**config.mk**
```make
export PLATFORM = sky130hd
export DESIGN_NAME = gf_inv_seq_flat
export DESIGN_NICKNAME = d
export VERILOG_FILES = /design/src/rtl/gf_pkg.sv /design/src/rtl/gf_inv_seq_if.sv /design/src/rtl/gf_mul_lsb_serial.sv /design/src/rtl/gf_inv_seq.sv /design/src/flat_wrapper.sv
export SDC_FILE = /design/constraint.sdc
export NUM_CORES = 1
export LEC_CHECK = 0
export ABC_AREA = 1
export BUFFER_PORTS_ARGS = -buffer_cell sky130_fd_sc_hd__buf_2
export CAP_MARGIN = 25
export CORE_AREA = 2 2 95 97
export CTS_CLUSTER_DIAMETER = 40
export CTS_CLUSTER_SIZE = 30
export DETAILED_ROUTE_END_ITERATION = 8
export DIE_AREA = 0 0 97 99
export PLACE_DENSITY = 0.6
export SYNTH_ARGS = -nofsm -noshare
export SYNTH_HDL_FRONTEND = slang
export SYNTH_SLANG_ARGS = --single-unit
```
**constraint.sdc**
```tcl
create_clock -name clk -period 5 [get_ports clk]
set_input_delay 1 -clock clk [delete_from_list [all_inputs] [get_ports clk]]
set_output_delay 1 -clock clk [all_outputs]
set_load 0.005 [all_outputs]
```
**src/rtl/gf_pkg.sv**
```systemverilog
// Shared constants, state encoding and op-count/latency helpers for the GF(2^M) datapath.
// GF_INV_CHECK_EN adds the self-check multiply state and lengthens the op sequence by one.
package gf_pkg;

   localparam int GF_M = 8;
   localparam logic [7:0] GF_AES_POLY = 8'h1B;

   typedef enum logic [2:0] {
      IDLE = 3'd0,
      SQR  = 3'd1,
      MUL  = 3'd2,
      FIN  = 3'd3
`ifdef GF_INV_CHECK_EN
      , CHK = 3'd4
`endif
   } gf_state_e;

   function automatic int gf_op_count(input int m);
`ifdef GF_INV_CHECK_EN
      return 2 * m - 2;
`else
      return 2 * m - 3;
`endif
   endfunction

   function automatic int gf_latency(input int m);
      return m * gf_op_count(m) + 1;
   endfunction

   localparam int GF_OPS = gf_op_count(GF_M);
   localparam int GF_LAT = gf_latency(GF_M);

endpackage

```
**src/rtl/gf_inv_seq_if.sv**
```systemverilog
// Start/done request bus of the GF inverter; master = requester, slave = inverter.
// check_err exists only when GF_INV_CHECK_EN is defined.
interface gf_inv_seq_if #(parameter int M = 8);
   logic         start;
   logic [M-1:0] a;
   logic [M-1:0] poly;
   logic         busy;
   logic         done;
   logic [M-1:0] inv;
   logic         zero_err;
`ifdef GF_INV_CHECK_EN
   logic         check_err;

   modport master (output start, a, poly, input busy, done, inv, zero_err, check_err);
   modport slave  (input start, a, poly, output busy, done, inv, zero_err, check_err);
`else
   modport master (output start, a, poly, input busy, done, inv, zero_err);
   modport slave  (input start, a, poly, output busy, done, inv, zero_err);
`endif
endinterface

```
**src/rtl/gf_mul_lsb_serial.sv**
```systemverilog
// Bit-serial LSB-first GF(2^M) multiplier: loads on go, result p valid M cycles later.
// p is presented combinationally during the last step so the next op can load on the same edge.
import gf_pkg::*;

module gf_mul_lsb_serial #(
   parameter int M = GF_M
) (
   input  logic         clk,
   input  logic         rst_n,
   input  logic         go,
   input  logic [M-1:0] x,
   input  logic [M-1:0] y,
   input  logic [M-1:0] poly,
   output logic         busy,
   output logic         valid,
   output logic [M-1:0] p
);

   localparam int CW = (M > 1) ? $clog2(M) : 1;

   logic          run;
   logic [CW-1:0] cnt;
   logic [M-1:0]  xs, yb, acc, pq;

   assign busy  = run;
   assign valid = run && (cnt == CW'(M - 1));
   assign p     = acc ^ (yb[0] ? xs : '0);

   always_ff @(posedge clk or negedge rst_n) begin
      if (!rst_n) begin
         run <= 1'b0;
         cnt <= '0;
         xs  <= '0;
         yb  <= '0;
         acc <= '0;
         pq  <= '0;
      end else if (go) begin
         run <= 1'b1;
         cnt <= '0;
         xs  <= x;
         yb  <= y;
         acc <= '0;
         pq  <= poly;
      end else if (run) begin
         acc <= p;
         xs  <= {xs[M-2:0], 1'b0} ^ (xs[M-1] ? pq : '0);
         yb  <= yb >> 1;
         cnt <= cnt + 1'b1;
         if (valid) run <= 1'b0;
      end
   end

endmodule

```
**src/rtl/gf_inv_seq.sv**
```systemverilog
// GF(2^M) inverter: a^(2^M-2) by square-and-multiply on one shared serial multiplier.
// GF_INV_CHECK_EN appends an r*a multiply and flags check_err if the product is not 1.
import gf_pkg::*;

module gf_inv_seq #(
   parameter int M = GF_M
) (
   input  logic          clk,
   input  logic          rst_n,
   gf_inv_seq_if.slave   bus
);

   localparam int CW = $clog2(M);

   gf_state_e     state, state_nxt;
   logic [CW-1:0] step;
   logic [M-1:0]  a_q, poly_q;
   logic          accept, fast;
   logic          mgo, mbusy, mvalid;
   logic [M-1:0]  mx, my, mpoly, mp;
`ifdef GF_INV_CHECK_EN
   logic [M-1:0]  r;
`endif

   // FIN already reports done with busy low, so it accepts a new start like IDLE.
   assign accept = bus.start && !mbusy && (state == IDLE || state == FIN);
   assign fast   = accept && (bus.a == '0);

   gf_mul_lsb_serial #(.M(M)) u_mul (
      .clk   (clk),
      .rst_n (rst_n),
      .go    (mgo),
      .x     (mx),
      .y     (my),
      .poly  (mpoly),
      .busy  (mbusy),
      .valid (mvalid),
      .p     (mp)
   );

   always_ff @(posedge clk or negedge rst_n) begin
      if (!rst_n) state <= IDLE;
      else        state <= state_nxt;
   end

   // Each op's result feeds the next op on the edge it becomes valid, so ops run back to back.
   always_comb begin
      state_nxt = state;
      mgo       = 1'b0;
      mx        = mp;
      my        = mp;
      mpoly     = poly_q;
      case (state)
         IDLE, FIN: begin
            state_nxt = IDLE;
            if (accept && !fast) begin
               state_nxt = SQR;
               mgo       = 1'b1;
               mx        = bus.a;
               my        = bus.a;
               mpoly     = bus.poly;
            end
         end
         SQR: if (mvalid) begin
            if (step < CW'(M - 2)) begin
               state_nxt = MUL;
               mgo       = 1'b1;
               my        = a_q;
            end else begin
`ifdef GF_INV_CHECK_EN
               state_nxt = CHK;
               mgo       = 1'b1;
               my        = a_q;
`else
               state_nxt = FIN;
`endif
            end
         end
         MUL: if (mvalid) begin
            state_nxt = SQR;
            mgo       = 1'b1;
         end
`ifdef GF_INV_CHECK_EN
         CHK: if (mvalid) state_nxt = FIN;
`endif
         default: state_nxt = IDLE;
      endcase
   end

   always_ff @(posedge clk or negedge rst_n) begin
      if (!rst_n) begin
         step         <= '0;
         a_q          <= '0;
         poly_q       <= '0;
         bus.busy     <= 1'b0;
         bus.done     <= 1'b0;
         bus.inv      <= '0;
         bus.zero_err <= 1'b0;
`ifdef GF_INV_CHECK_EN
         r             <= '0;
         bus.check_err <= 1'b0;
`endif
      end else begin
         bus.done <= 1'b0;
         bus.busy <= !(state_nxt == IDLE || state_nxt == FIN);
         if (accept) begin
            a_q          <= bus.a;
            poly_q       <= bus.poly;
            step         <= '0;
            bus.zero_err <= fast;
`ifdef GF_INV_CHECK_EN
            r             <= bus.a;
            bus.check_err <= 1'b0;
`endif
            if (fast) begin
               bus.done <= 1'b1;
               bus.inv  <= '0;
            end
         end
         if (state == MUL && mvalid) step <= step + 1'b1;
`ifdef GF_INV_CHECK_EN
         if (state == SQR && mvalid) r <= mp;
`endif
         if (state != FIN && state_nxt == FIN) begin
            bus.done <= 1'b1;
`ifdef GF_INV_CHECK_EN
            bus.inv       <= r;
            bus.check_err <= (mp != M'(1));
`else
            bus.inv       <= mp;
`endif
         end
      end
   end

endmodule

```
**src/flat_wrapper.sv**
```systemverilog
// flat-port wrapper written by rule: the top's interface ports become plain ports
module gf_inv_seq_flat 
#(
   parameter int M = GF_M
)
  (clk, rst_n, bus_start, bus_a, bus_poly, bus_busy, bus_done, bus_inv, bus_zero_err);
  gf_inv_seq_if #(.M(M)) bus_i ();
  input  logic clk;
  input  logic rst_n;
  input wire logic [$bits(bus_i.start)-1:0] bus_start;
  input wire logic [$bits(bus_i.a)-1:0] bus_a;
  input wire logic [$bits(bus_i.poly)-1:0] bus_poly;
  output wire logic [$bits(bus_i.busy)-1:0] bus_busy;
  output wire logic [$bits(bus_i.done)-1:0] bus_done;
  output wire logic [$bits(bus_i.inv)-1:0] bus_inv;
  output wire logic [$bits(bus_i.zero_err)-1:0] bus_zero_err;
  assign bus_i.start = bus_start;
  assign bus_i.a = bus_a;
  assign bus_i.poly = bus_poly;
  assign bus_busy = bus_i.busy;
  assign bus_done = bus_i.done;
  assign bus_inv = bus_i.inv;
  assign bus_zero_err = bus_i.zero_err;
  gf_inv_seq #(.M(M)) u_core (.clk(clk), .rst_n(rst_n), .bus(bus_i));
endmodule
```
### Word level (Yosys, flattened, before mapping)

Cells that the tools add are included.

| word-level totals | value |
|---|---|
| register bits | 69 |
| input port bits | 19 |
| output and inout port bits | 11 |
| word-level logic and storage cells | 84 |

| cells by class | value |
|---|---|
| $add $sub $neg | 2 |
| magnitude comparators | 1 |
| equal/unequal tests | 6 |
| multiplexer cells | 38 |
| bitwise logic cells | 2 |
| reduce and logical (&&, ||, !) cells | 21 |

Operators with widths:

| cell | count |
|---|---|
| 8-bit two-way mux | 17 |
| 3-bit two-way mux | 6 |
| 8-bit case mux with 2 select lines | 1 |
| 8-bit bitwise XOR | 2 |
| 1-bit two-way mux | 12 |
| 3-bit by 2-bit == test with 1-bit output, second input constant | 3 |
| 3-bit case mux with 3 select lines | 1 |
| 8-bit zero test | 1 |
| 2-bit nonzero test | 4 |
| 1-bit logical AND | 7 |
| 3-bit by 1-bit adder with 3-bit output, second input constant | 2 |
| 3-bit zero test | 2 |
| 3-bit by 1-bit == test with 1-bit output, second input constant | 1 |
| 3-bit == test, second input constant | 1 |
| 1-bit zero test | 3 |
| 3-bit less-than comparator, second input constant | 1 |
| 3-bit by 2-bit != test with 1-bit output, second input constant | 1 |
| 1-bit case mux with 3 select lines | 1 |
| 1-bit logical OR | 2 |
| 2-bit AND reduction | 1 |
| 2-bit OR reduction | 1 |

### Depth between registers and ports, before layout

Gate-level depths: netlist (run 1).

| depth | value |
|---|---|
| depth after elaboration | 12 |
| depth in mapped cells | 13 |
| mapped depth without buffers | 13 |

### Hierarchy

From an unflattened synthesis (run 1), not the netlist that was laid out.

| second synthesis, totals | value |
|---|---|
| cell total of the unflattened synthesis | 467 |
| area total of the unflattened synthesis | 3563.4 µm² |

By module, submodules not included:

| module | times used | cells each | area an instance (µm²) | sequential area each (µm²) |
|---|---|---|---|---|
| gf_mul_lsb_serial | 1 | 244 | 1798.0 | 900.9 |
| gf_inv_seq | 1 | 223 | 1765.4 | 825.8 |

### Worst setup path before layout (run 1)

OpenSTA, ideal clock, no wires.

| path | value |
|---|---|
| path type | input to register |
| from | input bus_a[5] |
| to | register u_core.u_mul.yb[5] |
| setup time | 117 ps |
| arrival | 1931 ps |
| required time | 4883 ps |
| setup slack | 2953 ps |
| stages | 9 |
| path buffers | 1 |
| cell sequence | nor2_1 > nand2_1 > nor2_2 > nor2_8 > nor2_8 > buf_4 > o21ai_0 > nand2_1 > nand2_1 |

| between the ends | value |
|---|---|
| cells in the longest elaborated chain, start to end | 7 |
| elaborated cells between the ends (all ways) | 10 |
| those cells by class | mux: 5; reduce/logical: 5 |

Ends and longest elaborated chain:

| element | RTL line | source |
|---|---|---|
| from (decl) | flat_wrapper.sv:11 | `input wire logic [$bits(bus_i.a)-1:0] bus_a;` |
| 8-bit zero test | gf_inv_seq.sv:27 | `assign fast = accept && (bus.a == '0);` |
| 1-bit logical AND | gf_inv_seq.sv:27 |  |
| 1-bit zero test | gf_inv_seq.sv:56 | `if (accept && !fast) begin` |
| 1-bit logical AND | gf_inv_seq.sv:56 |  |
| 1-bit two-way mux / 8-bit two-way mux (equally long branches) | gf_inv_seq.sv:56 |  |
| 1-bit case mux with 3 select lines / 8-bit case mux with 2 select lines (equally long branches) | gf_inv_seq.sv:53 | `case (state)` |
| 8-bit two-way mux / 2-bit nonzero test (equally long branches) | -- |  |
| to (signal assigned) | gf_mul_lsb_serial.sv:41 | `yb <= y;` |
| to (signal assigned) | gf_mul_lsb_serial.sv:47 | `yb <= yb >> 1;` |
| to (decl) | gf_mul_lsb_serial.sv:23 | `logic [M-1:0] xs, yb, acc, pq;` |

Several ways; a longest one is shown, not always the timed one.
A chain may end at the register's enable or synchronous reset.

### Final worst setup path (run 1)

| path | value |
|---|---|
| from | register u_core.u_mul.run, in the netlist u_core.u_mul.busy |
| to | register u_core.u_mul.yb[5] |

| between the ends | value |
|---|---|
| cells in the longest elaborated chain, start to end | 9 |
| elaborated cells between the ends (all ways) | 16 |
| those cells by class | mux: 8; reduce/logical: 8 |

Ends and longest elaborated chain:

| element | RTL line | source |
|---|---|---|
| from (decl) | gf_mul_lsb_serial.sv:21 | `logic run;` |
| from (signal assigned) | gf_mul_lsb_serial.sv:31 | `run <= 1'b0;` |
| from (signal assigned) | gf_mul_lsb_serial.sv:38 | `run <= 1'b1;` |
| from (signal assigned) | gf_mul_lsb_serial.sv:49 | `if (valid) run <= 1'b0;` |
| 1-bit zero test | gf_inv_seq.sv:26 | `assign accept = bus.start && !mbusy && (state == IDLE \|\| state == FIN);` |
| 1-bit logical AND (2 in a row) | gf_inv_seq.sv:26 |  |
| 1-bit logical AND | gf_inv_seq.sv:27 |  |
| 1-bit zero test | gf_inv_seq.sv:56 |  |
| 1-bit logical AND | gf_inv_seq.sv:56 |  |
| 1-bit two-way mux / 8-bit two-way mux (equally long branches) | gf_inv_seq.sv:56 |  |
| 1-bit case mux with 3 select lines / 8-bit case mux with 2 select lines (equally long branches) | gf_inv_seq.sv:53 |  |
| 8-bit two-way mux / 2-bit nonzero test (equally long branches) | -- |  |

Several ways; a longest one is shown, not always the timed one.

==> impl_results.md, run 1 <==
- Yosys reg bits: 69
- Num rows: 34
- Seq/Total Area, Yosys: 0.456
- Syn Area/Cell: 7.45 um2
- Type of the most critical hold path: flip-flop to flip-flop
- Peak Freq: 374 MHz
- RSZ-0062 raised after global routing: false
- Min Hold Slack: 474 ps
- H-tree depth: 3
- CP max FO: 41
- Number of global-route vias before repair: 3103
- Setup crit start kind: flip-flop
- Num CTS Buffers: 9
- Clock Skew: 7.16 ps
- Worst path required time: 5240 ps
- Synth top area cells: dfrtp_1, nand2_1, nand3_1
- Layout cells sized above 1: 0.140
- Root Driver: clkbuf_8
- Final HPWL DP: 6.38 mm
- Synth Flop Type: dfrtp_1
- First-pass GRT wire length: 15.1 mm
- Kind of critical path: flip-flop to flip-flop
- Clock sinks: 69
- Postcts setup bufs: 0
- CP endpoint kind: flip-flop
- Via count: 3214
- Post-cts repair resize count: 0
- ANT nets after route: 0
- Bufs on Longest Clock Path: 2
- Worst-skew pair later-pin latency: 350 ps
- Worst r2r src: u_core.u_mul.busy
- CP Capture Point: u_core.u_mul.yb[5]
- Routed length per instance: 13.8 um
- Syn Nets: 530
- Routed wire length: 8.88 mm
- Syn-to-layout area delta: 9.19%
- Gr ovfl total: 0
- Final setup fails: 0
- Max-slew violations: 0
- Async S/R FF share, synth: 1.00
- Die height: 99 um
- R2r endpoint: u_core.u_mul.yb[5]
- Area share of the largest cell type after synthesis: 0.456
- Post-synth top area cell: dfrtp_1
- Worst-margin pin slew: 786 ps
- Status: completed
- Worst Setup SP: u_core.u_mul.busy
- TritonCTS clock tree: built
- Final core utilization: 0.483
- Clock-pin slew on the worst setup and hold paths: 80 ps
- Post-synthesis cell type count: 28
- Die area: 0.00960 mm2
- Residual DRC: 0
- Total power: 2.33 mW
- Hold Fails Final Rpt: 0
- Setup slack, reg-to-reg: 2320 ps
- Final period utilization: 0.535
- Final instance area: 0.00413 mm2
- I/O pins: 30
- Synth Cell Area: 0.00378 mm2
- Diodes inserted: 0
- Core region area: 0.00855 mm2
- Drt first-iter violations: 217
- Initial Util: 0.443
- Final nets: 552
- Placed inst area: 0.00395 mm2
- Final setup TNS: 0 ps
- Cell count of the worst reg-to-reg path: 9
- Rel. slew slack: 0.476
- Leak Pwr: 2.25 nW
- Critical Path AT: 2920 ps
- PortBufs: 29
- Syn Inst Count: 508
- Worst setup margin: 2320 ps
- RD Place Congestion: 0.883
- Post-CTS Hold Buffers: 0
- Maximum VDD drop: 0.215 mV
- Max Cap Viol: 0
- Routed vias/inst: 5.01
- Pre-CTS setup slack: 2240 ps
- Power per standard cell area: 563 mW/mm2
- Final Non-Filler Cells: 642
- Largest net degree at the start of global routing: 42
- First-pass DRT Iterations: 4
- Yosys warning count: 0
- Initial antenna violation count: 0
- Gr usage total: 0.198
- EDFF count, synth: 0
- Tmin final: 2680 ps
- Die X: 97 um
- DP Cell Count: 627
[registers in the layout, summed over array words and instances (netlist names)]
signal / flops
u_core.u_mul.pq: 8
u_core.u_mul.cnt: 3
u_core.bus.done: 1
u_core.bus.zero_err: 1
u_core.step: 3
u_core.u_mul.xs: 8
u_core.a_q: 8
u_core.bus.inv: 8
u_core.state: 3
u_core.bus.busy: 1
u_core.poly_q: 8
u_core.u_mul.acc: 8
u_core.u_mul.busy: 1
u_core.u_mul.yb: 8
[area by class of cell]
cell class              instances  area (um2)
fillers                       853        4420
multi-input cells             373        1760
flip-flops and latches         69        1730
inverters                      47         178
clock buffers                  12         165
repair buffers                 30         153
well taps                     108         135
clock inverters                 3        20.0
[placed cells by master, fill, tap and decap left out]
master / synthesis / layout
a21oi_2: 2 / 2
inv_1: 40 / 40
nand2_2: 7 / 7
nand3_2: 1 / 1
nor2_1: 51 / 51
clkinvlp_4: 0 / 2
nand3_4: 3 / 3
o21ai_1: 15 / 15
a21oi_1: 24 / 24
ha_1: 3 / 3
inv_2: 6 / 6
nand2_4: 3 / 3
buf_2: 7 / 29
nor2_8: 3 / 3
clkbuf_8: 0 / 12
nand3_1: 46 / 46
nor2_4: 1 / 1
dfrtp_1: 69 / 69
xor2_1: 1 / 1
o21ai_4: 1 / 1
nor2_2: 2 / 2
conb_1: 1 / 1
clkinv_2: 1 / 2
o21ai_0: 27 / 27
xnor2_1: 2 / 2
nand4_1: 1 / 1
buf_4: 4 / 1
nand2_1: 179 / 179
[power breakdown]
part | switching (mW) | total [mW] | leakage [nW] | internal [mW]
logic | 0.554 | 0.879 | 1.28 | 0.325
clock network | 0.213 | 0.431 | 0.0905 | 0.217
registers | 0.222 | 1.02 | 0.874 | 0.796
total | 0.990 | 2.33 | 2.25 | 1.34
[how the worst min path moves through the flow]
stage | to | cells after the start | startpoint
finish | u_core.step[2] | 1 | u_core.step[2]
detailed placement | u_core.step[2] | 1 | u_core.step[2]
global route | u_core.u_mul.yb[2] | 2 | u_core.u_mul.yb[2]
floorplan | u_core.step[2] | 1 | u_core.step[2]
CTS | u_core.step[2] | 1 | u_core.step[2]
global placement | u_core.step[2] | 1 | u_core.step[2]
[metal layers]
metal | vias up | track usage | routed length (um)
met3 | 12 | 0.0383 | 404
met1 | 1486 | 0.269 | 4210
met2 | 70 | 0.314 | 4050
li1 | 1646 | - | -
met5 | - | 0 | 0
met4 | 0 | 0.0813 | 224
[Yosys cell counts (2+ instances only)]
cell	n
dfrtp_1	69
o21ai_0	27
a21oi_1	24
clkbuf_1	4
nand2_2	7
o21ai_1	15
nor2_8	3
nand3_1	46
nor2_2	2
nor2_1	51
ha_1	3
buf_4	4
nand3_4	3
buf_6	4
nand2_4	3
nand2_1	179
buf_2	7
inv_1	40
inv_2	6
xnor2_1	2
a21oi_2	2
[critical path, stage by stage, from the launching register on]
cell and delay [ps]:
dfrtp_1 850, inv_2 310, nand2_2 210, inv_1 90, nand2_4 270, nor2_8 90
nor2_8 410, o21ai_0 170, nand2_1 100, nand2_1 50
[kinds of logic after synthesis]
logic type      count (synthesis)  share of synthesized area
compound gates                 69                     0.0962
xor+xnor                        3                    0.00694
fa+ha+maj                       3                    0.00992
buf+inv                        66                     0.0800
flops                          69                      0.456
other cells                     1                   0.000991
simple gates                  297                      0.350
Note: power is estimated with default switching activity, not from simulation.
==> run 2, diff against run 1 <==
==> constraint.sdc (replaced) <==
create_clock -name clk -period 2.55 [get_ports clk]
set_input_delay 0.51 -clock clk [delete_from_list [all_inputs] [get_ports clk]]
set_output_delay 0.51 -clock clk [all_outputs]
set_load 0.005 [all_outputs]
==> run 2 against run 1 <==
Cell count is 0.47% higher. Utilization is 0.22 points higher. Largest power group unchanged. Critical path type unchanged. First-iteration DRC count is 18% lower. Maximum frequency is 20% higher. Non-clock buffer count is 2 higher. Highest routed layer unchanged.
==> impl_results.md, run 2 (synthesis results as in run 1) <==
- Status: completed (unchanged)
- Gr usage total: 0.201 (was 0.198)
- Final HPWL DP: 6.44 mm (was 6.38 mm)
- Syn-to-layout area delta: 9.69% (was 9.19%)
- Global Route met3 Usage: 0.0326 (was 0.0383)
- Type of the most critical hold path: input pin to asynchronous set/reset pin (was flip-flop to flip-flop)
- Final nets: 554 (was 552)
- Cell Chain, Critical Path: clkinv_2 > nand3_1 > nand2_2 > nand2_4 > nor2_8 > nor2_8 > o21ai_0 > nand2_1 > nand2_1 (was inv_2 > nand2_2 > inv_1 > nand2_4 > nor2_8 > nor2_8 > o21ai_0 > nand2_1 > nand2_1)
- Min Hold Slack: 195 ps (was 474 ps)
- DP Cell Count: 629 (was 627)
- Bufs on Longest Clock Path: 2 (unchanged)
- I/O pins: 30 (unchanged)
- ANT nets after route: 0 (unchanged)
- CP endpoint kind: flip-flop (unchanged)
- RD Place Congestion: 0.857 (was 0.883)
- Clock-pin slew on the worst setup and hold paths: 80 ps (about the same)
- Initial antenna violation count: 0 (unchanged)
- GRT met2 Usage: 0.315 (was 0.314)
- Die area: 0.00960 mm2 (unchanged)
- RSZ-0062 raised after global routing: false (unchanged)
- Layout cells sized above 1: 0.143 (was 0.140)
- Die height: 99 um (unchanged)
- Drt first-iter violations: 179 (was 217)
- Num CTS Buffers: 9 (unchanged)
- PortBufs: 29 (unchanged)
- Commonest non-fill, non-tap cell in the layout: nand2_1 (unchanged)
- Final setup TNS: 0 ps (unchanged)
- Met1 usage: 0.278 (was 0.269)
- Core region area: 0.00855 mm2 (unchanged)
- Worst-margin pin slew: 683 ps (was 786 ps)
- CP max FO: 41 (unchanged)
- Via count: 3151 (was 3214)
- Routed wire length: 8.98 mm (was 8.88 mm)
- First-pass GRT wire length: 15.1 mm (about the same)
- Root Driver: clkbuf_8 (unchanged)
- Setup crit start kind: flip-flop (unchanged)
- Leak Pwr: 2.26 nW (was 2.25 nW)
- Tmin final: 2220 ps (was 2680 ps)
- Postcts setup bufs: 0 (unchanged)
- Power per standard cell area: 1100 mW/mm2 (was 563 mW/mm2)
- First-pass DRT Iterations: 6 (was 4)
- Gr ovfl total: 0 (unchanged)
- Post-cts repair resize count: 0 (unchanged)
- Post-CTS Hold Buffers: 0 (unchanged)
- Kind of critical path: flip-flop to flip-flop (unchanged)
- Residual DRC: 0 (unchanged)
- Hold Fails Final Rpt: 0 (unchanged)
- Critical Path AT: 2470 ps (was 2920 ps)
- Maximum VDD drop: 0.625 mV (was 0.215 mV)
- Routed length per instance: 13.9 um (was 13.8 um)
- Max-slew violations: 0 (unchanged)
- Total power: 4.57 mW (was 2.33 mW)
- Diodes inserted: 0 (unchanged)
- Max Cap Viol: 0 (unchanged)
- Number of global-route vias before repair: 3036 (was 3103)
- Die X: 97 um (unchanged)
- Worst setup margin: 328 ps (was 2320 ps)
- Final Non-Filler Cells: 645 (was 642)
- Slowest cell delay on critical path: 430 ps (was 850 ps)
- TritonCTS clock tree: built (unchanged)
- Num rows: 34 (unchanged)
- Pre-CTS setup slack: 311 ps (was 2240 ps)
- Worst path required time: 2800 ps (was 5240 ps)
- H-tree depth: 3 (unchanged)
- Rel. slew slack: 0.545 (was 0.476)
- Slowest CP cell: nor2_8 (was dfrtp_1)
- Commonest cells after routing, fill and taps aside: nand2_1, dfrtp_1, nor2_1, nand3_1, inv_1 (unchanged)
- Largest net degree at the start of global routing: 42 (unchanged)
- Clock sinks: 69 (unchanged)
- Peak Freq: 450 MHz (was 374 MHz)
- Worst-skew pair later-pin latency: 350 ps (about the same)
- Final setup fails: 0 (unchanged)
- Clock Skew: 8.51 ps (was 7.16 ps)
- Routed vias/inst: 4.89 (was 5.01)
- Final period utilization: 0.871 (was 0.535)
- Initial Util: 0.443 (unchanged)
- Layer with the highest usage: met2 (unchanged)
==> run 2: changes by cell type in the layout (fill, tap and decap cells not counted) <==
cell / delta
clkbuf_1: +1
clkbuf_8: -2
clkinvlp_4: -1
clkinv_2: +1
clkinv_4: +1
inv_6: +1
buf_12: +1
buf_4: +1
==> run 2: worst max-delay path, delay by kind of cell, from the launching register on <==
| kind | cells | cell delay, ps |
|---|---|---|
| buffers and inverters | 1 | 160 |
| AOI/OAI and AO/OA | 1 | 180 |
| and+or+nand+nor | 7 | 1360 |
| DFF | 1 | 400 |
==> run 2: worst paths after layout <==
path,from,endpoint,slack (ps),cells after the start
max,u_core.state[2],u_core.u_mul.yb[5],330,9
min,rst_n,u_core.bus.done,190,1
max reg2reg,u_core.state[2],u_core.u_mul.yb[5],330,9
min reg2reg,u_core.step[2],u_core.step[2],470,1
max in group asynchronous,rst_n,u_core.u_mul.xs[2],1690,2
min in group clk,bus_poly[3],u_core.poly_q[3],370,3
==> run 2: layout make-up <==
cell class | count | area (um2)
Clock inverter | 5 | 35.0
Timing Repair Buffer | 32 | 180
Sequential cell | 69 | 1730
Clock buffer | 11 | 141
Fill cell | 848 | 4400
Multi-Input combinational cell | 373 | 1760
Tap cell | 108 | 135
Inverter | 47 | 178
==> run 2: routing by layer <==
layer	vias to the layer above	share of wire
met4	0	0.022
met1	1435	0.47
met2	57	0.46
met5	-	0
li1	1646	-
met3	13	0.038
==> run 2: power breakdown <==
part	switching, mW	leakage, nW	internal (mW)
Clock	0.434	0.0897	0.381
Sequential	0.416	0.874	1.56
Combinational	1.12	1.30	0.658
==> run 2: metrics by stage <==
| stage | utilization | area [um2] |
|---|---|---|
| 4_1_cts | 0.486 | 4150 |
| 3_3_place_gp | 0.465 | 3980 |
| 3_5_place_dp | 0.465 | 3980 |
| 5_1_grt | 0.486 | 4150 |
| 2_1_floorplan | - | 3780 |
| 6_report | 0.486 | 4150 |
==> run 3, diff against run 2 <==
--- a/config.mk
+++ b/config.mk
@@ -13,7 +13,7 @@
 export CTS_CLUSTER_SIZE = 30
 export DETAILED_ROUTE_END_ITERATION = 8
 export DIE_AREA = 0 0 97 99
-export PLACE_DENSITY = 0.6
+export PLACE_DENSITY = 0.62
 export SYNTH_ARGS = -nofsm -noshare
 export SYNTH_HDL_FRONTEND = slang
 export SYNTH_SLANG_ARGS = --single-unit
==> constraint.sdc (replaced) <==
create_clock -name clk -period 1.91 [get_ports clk]
set_input_delay 0.382 -clock clk [delete_from_list [all_inputs] [get_ports clk]]
set_output_delay 0.382 -clock clk [all_outputs]
set_load 0.005 [all_outputs]
==> run 3 against run 2 <==
First-iteration DRC count fell by 7.3%. Highest routed layer unchanged. Sequential share of layout area fell by 2.7 points. Global-route usage rose by 1.1 points.
==> impl_results.md, run 3 (synthesis results as in run 1) <==
- Status: completed (unchanged)
- Kind of critical path: flip-flop to flip-flop (unchanged)
- Die X: 97 um (unchanged)
- CP endpoint kind: flip-flop (unchanged)
- Root Driver: clkbuf_8 (unchanged)
- Slowest CP cell: dfrtp_1 (was nor2_8)
- Num rows: 34 (unchanged)
- CP most frequent cell: nand2_1
- Bufs on Longest Clock Path: 2 (unchanged)
- Worst path required time: 2150 ps (was 2800 ps)
- Syn-to-layout area delta: 17.2% (was 9.69%)
- Min Hold Slack: 0.637 ps (was 195 ps)
- Critical Path AT: 2130 ps (was 2470 ps)
- Diodes inserted: 0 (unchanged)
- TritonCTS clock tree: built (unchanged)
- Routed vias/inst: 5.04 (was 4.89)
- Num CTS Buffers: 9 (unchanged)
- Setup crit start kind: flip-flop (unchanged)
- Final core utilization: 0.519 (was 0.486)
- Maximum VDD drop: 0.843 mV (was 0.625 mV)
- Drt first-iter violations: 166 (was 179)
- Die height: 99 um (unchanged)
- Final period utilization: 0.989 (was 0.871)
- Tmin final: 1890 ps (was 2220 ps)
- Worst-margin pin slew: 538 ps (was 683 ps)
- CP max FO: 6 (was 41)
- Max Cap Viol: 0 (unchanged)
- Max-slew violations: 0 (unchanged)
- Critical path buffers and inverters: 2 (was 1)
- Commonest cells after routing, fill and taps aside: nand2_1, dfrtp_1, nand3_1, nor2_1, inv_1 (was nand2_1, dfrtp_1, nor2_1, nand3_1, inv_1)
- Final nets: 577 (was 554)
- Power per standard cell area: 1470 mW/mm2 (was 1100 mW/mm2)
- Number of global-route vias before repair: 3317 (was 3036)
- Worst-skew pair later-pin latency: 350 ps (about the same)
- Final HPWL DP: 7.03 mm (was 6.44 mm)
- Type of the most critical hold path: input pin to asynchronous set/reset pin (unchanged)
- First-pass DRT Iterations: 5 (was 6)
- Fill cells: 815 (was 848)
- ANT nets after route: 0 (unchanged)
- I/O pins: 30 (unchanged)
- RD Place Congestion: 0.872 (was 0.857)
- Final setup fails: 0 (unchanged)
- Cell Chain, Critical Path: ha_2 > ha_4 > nand2_1 > inv_2 > nand2_4 > o21ai_4 > nor2_8 > buf_4 > nor2_2 > nand2_1 > nand2_1 > nand2_1 (was clkinv_2 > nand3_1 > nand2_2 > nand2_4 > nor2_8 > nor2_8 > o21ai_0 > nand2_1 > nand2_1)
- Initial Util: 0.443 (unchanged)
- PortBufs: 29 (unchanged)
- Commonest non-fill, non-tap cell in the layout: nand2_1 (unchanged)
- Slowest cell delay on critical path: 380 ps (was 430 ps)
- Via count: 3362 (was 3151)
- Largest net degree at the start of global routing: 30 (was 42)
- Layout cells sized above 1: 0.199 (was 0.143)
- Peak Freq: 530 MHz (was 450 MHz)
- First-pass GRT wire length: 16.2 mm (was 15.1 mm)
- Die area: 0.00960 mm2 (unchanged)
- Gr ovfl total: 0 (unchanged)
- Gr usage total: 0.212 (was 0.201)
- Rel. slew slack: 0.641 (was 0.545)
- Initial antenna violation count: 0 (unchanged)
- Hold Fails Final Rpt: 0 (unchanged)
- H-tree depth: 3 (unchanged)
- Leak Pwr: 2.39 nW (was 2.26 nW)
- Clock Skew: 6.92 ps (was 8.51 ps)
- Core region area: 0.00855 mm2 (unchanged)
- Crit path max-delay family: simple AND/OR/NAND/NOR gates (unchanged)
- Routed length per instance: 14.4 um (was 13.9 um)
- Clock-pin slew on the worst setup and hold paths: 80 ps (about the same)
- Post-CTS Hold Buffers: 0 (unchanged)
- Clock sinks: 69 (unchanged)
- Residual DRC: 0 (unchanged)
- Routed wire length: 9.64 mm (was 8.98 mm)
## run 3: cell types whose count changed in the layout (fill, tap and decap cells not counted), sizes merged
cell	delta
bufinv	+1
clkinv	-1
buf	+22
clkbuf	-1
nor2	+1
## run 3: layout make-up
cell class,count,area (um2),area share
multi-input combinational,374,1820,0.410
inverter,47,180,0.0406
timing repair buffer,54,378,0.0852
tap,108,135,0.0305
clock buffer,10,138,0.0310
sequential,69,1730,0.389
clock inverter,5,60.1,0.0135
## run 3: what timing repair did
item / 4_1_cts / 5_1_grt
buffers inserted: 0 / 7
setup endpoints to repair: 7 / 40
resized for setup: 1 / 17
gates cloned: 0 / 1
pin swaps: 1 / 6
## run 3: through the flow
stage	worst slack [ps]	power, mW	cell area (um2)	setup TNS (ps)	std cells
finish	21.8	6.50	4440	0	667
global route	-45.8	7.05	4440	-257	667
global placement	52.1	5.11	4110	0	644
floorplan	196	4.39	3780	0	508
detailed placement	-36.6	5.19	4110	-36.6	644
CTS	12.5	6.43	4310	0	659
## run 3: metal layers
layer | vias up | GRT usage | part of all wire
met3 | 14 | 0.0546 | 0.052
met1 | 1563 | 0.281 | 0.46
li1 | 1696 | - | -
met5 | - | 0 | 0
met2 | 89 | 0.345 | 0.47
met4 | 0 | 0.0661 | 0.023
## run 3: final timing paths
kind                       cells after the start                  to                 from  slack, ps
max in group asynchronous                      2  u_core.u_mul.pq[7]                rst_n       1230
hold reg to reg                                1      u_core.step[2]       u_core.step[2]        460
hold / removal                                 1     u_core.bus.done                rst_n        0.6
setup reg to reg                              12  u_core.u_mul.yb[6]  u_core.u_mul.cnt[1]         20
min in group clk                               3    u_core.poly_q[0]          bus_poly[0]        240
setup / recovery                              12  u_core.u_mul.yb[6]  u_core.u_mul.cnt[1]         20
## run 3: power breakdown
part | switching [mW] | total [mW] | internal, mW
Sequential | 0.509 | 2.59 | 2.09
Combinational | 1.65 | 2.68 | 1.03
Clock | 0.593 | 1.23 | 0.636
Total | 2.75 | 6.50 | 3.75
